--- src/rtl/rgb_pwm_fader.sv ---
// Multi-channel PWM LED driver with a valid/ready load port, period-boundary duty
// commits and an optional linear fade toward the committed target duty.

module rgb_pwm_fader_lane #(
    parameter int WIDTH     = 8,
    parameter int FADE_STEP = 1
) (
    input  logic             clk,
    input  logic             rst,
    input  logic [WIDTH-1:0] cnt,
    input  logic             boundary,
    input  logic             fade,
    input  logic [WIDTH-1:0] target_next,
    input  logic [WIDTH-1:0] target,
    output logic             pwm,
    output logic             differs
);
    localparam logic [WIDTH:0] STEP = (WIDTH+1)'(FADE_STEP);

    logic [WIDTH-1:0] active;
    logic [WIDTH-1:0] faded;
    logic [WIDTH:0]   a_ext;
    logic [WIDTH:0]   t_ext;
    logic [WIDTH:0]   up;
    logic [WIDTH:0]   dn;

    // One extra bit of headroom so the step can never wrap past the target.
    always_comb begin
        a_ext = {1'b0, active};
        t_ext = {1'b0, target_next};
        up    = a_ext + STEP;
        dn    = a_ext - STEP;
        faded = active;
        if (a_ext < t_ext)
            faded = (up > t_ext) ? target_next : up[WIDTH-1:0];
        else if (a_ext > t_ext)
            faded = (a_ext < t_ext + STEP) ? target_next : dn[WIDTH-1:0];
    end

    always_ff @(posedge clk) begin
        if (!rst) begin
            active <= '0;
            pwm    <= 1'b0;
        end else begin
            if (boundary)
                active <= fade ? faded : target_next;
            pwm <= (&active) ? 1'b1 : (cnt < active);
        end
    end

    assign differs = (active != target);
endmodule

module rgb_pwm_fader #(
    parameter int WIDTH     = 8,
    parameter int CHANNELS  = 3,
    parameter int PRESCALE  = 1,
    parameter int FADE_STEP = 1
) (
    input  logic                      clk,
    input  logic                      rst,
    input  logic [CHANNELS*WIDTH-1:0] duty_in,
    input  logic                      mode_in,
    input  logic                      load_valid,
    output logic                      load_ready,
    output logic [CHANNELS-1:0]       pwm_out,
    output logic                      period_start,
    output logic                      busy
);
    localparam int PW = (PRESCALE > 1) ? $clog2(PRESCALE) : 1;

    typedef struct packed {
        logic                           mode;
        logic [CHANNELS-1:0][WIDTH-1:0] duty;
    } load_t;

    logic [PW-1:0]       presc_cnt;
    logic [WIDTH-1:0]    cnt;
    logic                tick;
    logic                boundary;
    logic                pending;
    logic                accept;
    logic                commit;
    load_t               staged;
    load_t               committed;
    load_t               nxt;
    logic [CHANNELS-1:0] differs;

    assign tick       = (presc_cnt == PW'(PRESCALE - 1));
    assign boundary   = tick && (&cnt);
    assign load_ready = !pending;
    assign accept     = load_valid && !pending;
    assign commit     = boundary && pending;
    // Lanes see the post-commit view so a new target applies at the same boundary.
    assign nxt        = commit ? staged : committed;

    always_ff @(posedge clk) begin
        if (!rst) begin
            presc_cnt    <= '0;
            cnt          <= '0;
            period_start <= 1'b0;
        end else begin
            presc_cnt    <= tick ? '0 : presc_cnt + 1'b1;
            if (tick)
                cnt <= cnt + 1'b1;
            period_start <= boundary;
        end
    end

    // pending is never set while a commit happens, since accept requires !pending.
    always_ff @(posedge clk) begin
        if (!rst) begin
            pending   <= 1'b0;
            staged    <= '0;
            committed <= '0;
        end else begin
            if (accept) begin
                staged.mode <= mode_in;
                staged.duty <= duty_in;
                pending     <= 1'b1;
            end else if (commit) begin
                pending <= 1'b0;
            end
            if (commit)
                committed <= staged;
        end
    end

    for (genvar i = 0; i < CHANNELS; i++) begin : g_lane
        rgb_pwm_fader_lane #(
            .WIDTH     (WIDTH),
            .FADE_STEP (FADE_STEP)
        ) u_lane (
            .clk         (clk),
            .rst         (rst),
            .cnt         (cnt),
            .boundary    (boundary),
            .fade        (nxt.mode),
            .target_next (nxt.duty[i]),
            .target      (committed.duty[i]),
            .pwm         (pwm_out[i]),
            .differs     (differs[i])
        );
    end

    assign busy = pending || (committed.mode && (|differs));
endmodule

--- config.mk ---
export PLATFORM = sky130hd
export DESIGN_NAME = rgb_pwm_fader
export DESIGN_NICKNAME = d
export VERILOG_FILES = /design/src/rtl/rgb_pwm_fader.sv
export SDC_FILE = /design/constraint.sdc
export NUM_CORES = 1
export LEC_CHECK = 0
export ABC_AREA = 1
export BUFFER_PORTS_ARGS = -buffer_cell sky130_fd_sc_hd__buf_2
export CAP_MARGIN = 20
export CORE_UTILIZATION = 58
export DETAILED_ROUTE_END_ITERATION = 10
export PLACE_DENSITY = 0.79
export SLEW_MARGIN = 10
export SYNTH_ARGS = -nofsm -noshare
export SYNTH_HDL_FRONTEND = slang
export SYNTH_SLANG_ARGS = --single-unit
--- constraint.sdc ---
create_clock -name clk -period 3.6 [get_ports clk]
set_input_delay 0 -clock clk [delete_from_list [all_inputs] [get_ports clk]]
set_output_delay 0 -clock clk [all_outputs]
set_load 0.1 [all_outputs]
==> reports/results.md <==
* 0 — final max-slew violation count
* duty_in[2] — startpoint of the most critical hold path
* nand2_1 — count leader, synth
* 43 — number of core rows
* 0 — Inserted Diodes
* 14,900 um2 — full die area
* g_lane[2].u_lane.active[1] — reg-to-reg critical path endpoint
* 55 — Cell variety after synth
* reg -> reg — kind of critical path
* 17.5% — share of post-route cells with drive strength above 1
* 25,700 um — sum of routed wire length over all layers
* 25 — cell count of the worst reg-to-reg path
* 34 — top-level port count
* finished, final reports clean — result of the run
* 285 uV — peak supply drop
* 0 — Synth warnings
* 5 — number of detailed-routing iterations run before antenna repair
* 17.4% — area added between synthesis and finish
* 8370 um2 — post-synth design cell area
* 88 — Seq cells post-synth
* 0 — Final Hold Fails
* 0 — overflow left after global routing
* 0.0419 ns — slack of the critical path
* dfxtp_1, ha_1, nand2_1, xor2_1, nand3_1 — biggest area contributors in the synthesized netlist
* 3 — Clock H-tree levels
* 2 — clock tree buffer depth
* 0.0205 ns — Post-Place Worst Slack
* 224 nW/um2 — areal power density over the cells
* 0 — Antenna Nets Post-Route
* 0 — count of maximum capacitance violations
* 0.00612 ns — maximum clock skew at final layout
* 33 — # port buffers
* 8 — critical-path maximum fanout
* 7,864 — via count of the first global-routing pass
* 281 MHz — Max Fclk
* 49.5% — worst rel slew slack
* 0 — DRC violation count after routing
* dfxtp_1 — cell type with the highest aggregate area in the netlist
* 833 — First DRT Iteration DRCs
* 9010 um2 — DP Area
* 98.8% — final worst path period share
* 9 — clock buffers created by TritonCTS
* 0.35 ns — clock network latency to the later pin of the worst-skew pair
* 0% — async set-or-reset flop fraction in the synthesized netlist
* 1,242 — synthesized instance count
* 54 — maximum number of pins on one net before global-route repair
* 34.2% — overall routing resource usage
* nand2_1, inv_1, nor2_1 — most used standard cells in the synthesized netlist
* 59.8% — initial core utilization
* 88 — number of clock sinks seen by CTS
* 1.01 — Routability Congestion
* 0 — number of antenna violations at the first check in global routing
* clkbuf_16 — Root Buffer
* 3.85 ns — critical path data required time
* dfxtp_1 — primary flip-flop cell chosen by synthesis mapping
* 8,840 — vias after detailed routing
* 122 um — horizontal die dimension
* 18,300 um — detailed placer's ending HPWL
* 0.751 ns — worst slew pin tran
* 3.56 ns — Min Clock Period, post-route
* 0.04 ns — register-to-register setup slack
* 0 — number of flops mapped to enable cells by yosys
* in -> reg — path class of the lowest-slack min-delay path
* 6.74 um2 — mean area per synthesized cell
* 14,000 um2 — Core Footprint
* 16.8 um — average detailed-routed wire length per instance
* cnt[1] — reg2reg start
* 9820 um2 — design area
* flop — kind of launch point of the worst setup path
* 5.77 — post-detailed-route via-to-cell ratio
* 21.1% — proportion of netlist area held by the largest area contributor
* 122 um — Die Y
* 3 — Hold Path Depth
* 0 — total of endpoints with negative setup slack in the final report
* yes — CTS tree
* 1,369 — number of nets produced by synthesis
* flop — critical path endpoint category
* 1,474 — Net count, final
* 0.07 ns — clock slew seen by the registers of the worst setup and hold paths
* 3.81 ns — worst endpoint data arrival time
* staged[2] — destination of the worst hold path
* 2.20 mW — Final Power
* 5.02 nW — leakage power summed over all cells
* 39,400 um — first-pass GRT wire length
* 21.1% — sequential area share after synthesis
[power breakdown]
group | internal (mW) | switching [mW] | leakage [nW]
logic | 0.0628 | 0.108 | 4.15
clock network | 0.551 | 0.456 | 0.150
registers | 1.00 | 0.0192 | 0.717
total | 1.61 | 0.583 | 5.02
[cell usage in the layout, fill, tap and decap left out, drive strengths merged]
cell type,instances
nand2,300
inv,159
nor2,140
nand3,119
buf,110
ha,99
dfxtp,88
xor2,70
a21oi,69
o21ai,56
nand4,29
dlygate4sd3,22
nor3,22
clkbuf,10
nand3b,9
clkinv,9
o211ai,6
o21a,6
nor4,4
a21o,4
a221oi,3
a211oi,3
o22ai,2
and3,2
or2,1
and2,1
a21boi,1
nor3b,1
o21bai,1
and3b,1
o221ai,1
a31oi,1
xnor2,1
bufinv,1
conb,1
[worst max-delay path, stage by stage (launching register included)]
cell and delay [ns]:
dfxtp_2 0.36, ha_4 0.16, nand3_4 0.10, nor2_8 0.11, nand3_4 0.14, buf_8 0.18
buf_4 0.13, o21ai_4 0.25, inv_2 0.11, nand2_1 0.09, nor2_2 0.05, xor2_1 0.15
ha_1 0.32, nand2_1 0.10, o21bai_4 0.11, nand2_1 0.06, o21ai_1 0.15, nand2_1 0.10
nand2_1 0.09, nand2_2 0.06, nand2_4 0.10, nand2_4 0.09, nand3b_1 0.13, nand3_1 0.12
a21oi_2 0.14, nor2_1 0.05
[routing by layer]
layer	vias up	share of wire, %	global-route usage, %
met5	-	0	0
met4	0	3.7	13.9
met1	4005	42	45.7
met2	486	45	54.4
li1	4260	-	-
met3	89	9.6	5.52
[how the worst max path moves through the flow]
stage	startpoint	end	slack, ns
floorplan	cnt[1]	g_lane[1].u_lane.active[0]	0.02
finish	cnt[1]	g_lane[2].u_lane.active[1]	0.04
CTS	cnt[1]	g_lane[0].u_lane.active[1]	0.02
detailed placement	cnt[1]	g_lane[2].u_lane.active[1]	0.02
global placement	cnt[0]	g_lane[2].u_lane.active[4]	0.10
global route	cnt[1]	g_lane[1].u_lane.active[6]	-0.08
[final cells by class]
cell class / instances / area [um2]
Fill cell: 1158 / 4170
Sequential cell: 88 / 1760
Clock inverter: 6 / 72.6
Tap cell: 180 / 225
Clock buffer: 10 / 229
Multi-Input combinational cell: 953 / 5920
Inverter: 163 / 621
Timing Repair Buffer: 132 / 987
[cells by family (layout without fill, tap and decap cells)]
| family | after synthesis | after routing | synth area share (%) |
|---|---|---|---|
| AND/OR/NAND/NOR | 628 | 629 | 35.4 |
| buffers and inverters | 202 | 311 | 9.88 |
| AO/OA/AOI/OAI | 153 | 153 | 11.4 |
| adder cells (fa/ha/maj) | 99 | 99 | 14.8 |
| flip-flops | 88 | 88 | 21.1 |
| XOR/XNOR | 71 | 71 | 7.43 |
| other | 1 | 1 | 0.0448 |
[metrics by stage]
step	setup TNS, ns	cells	hold WS [ns]	util (%)
CTS	0	1515	0.000494	68.2
floorplan	0	1242	0.133	-
global route	-0.711	1532	0.0214	70.2
global placement	0	1475	0.249	64.4
detailed placement	0	1475	0.255	64.4
finish	0	1532	0.0000430	70.2
[flip-flops by register name, indices dropped and copies added, names as in the netlist]
name and cells:
pending 1, staged 25, cnt 8, g_lane.u_lane.pwm 3
presc_cnt 1, committed 25, period_start 1, g_lane.u_lane.active 24
[timing repair]
action                                 CTS  global route
setup endpoints to repair                2            24
resized for setup                        0            38
hold buffers                            22             0
pin swaps                                0            18
endpoints found under the hold margin   22             0
buffers inserted                         2            16
cloned                                   0             1
(Power assumes the default switching activity.)
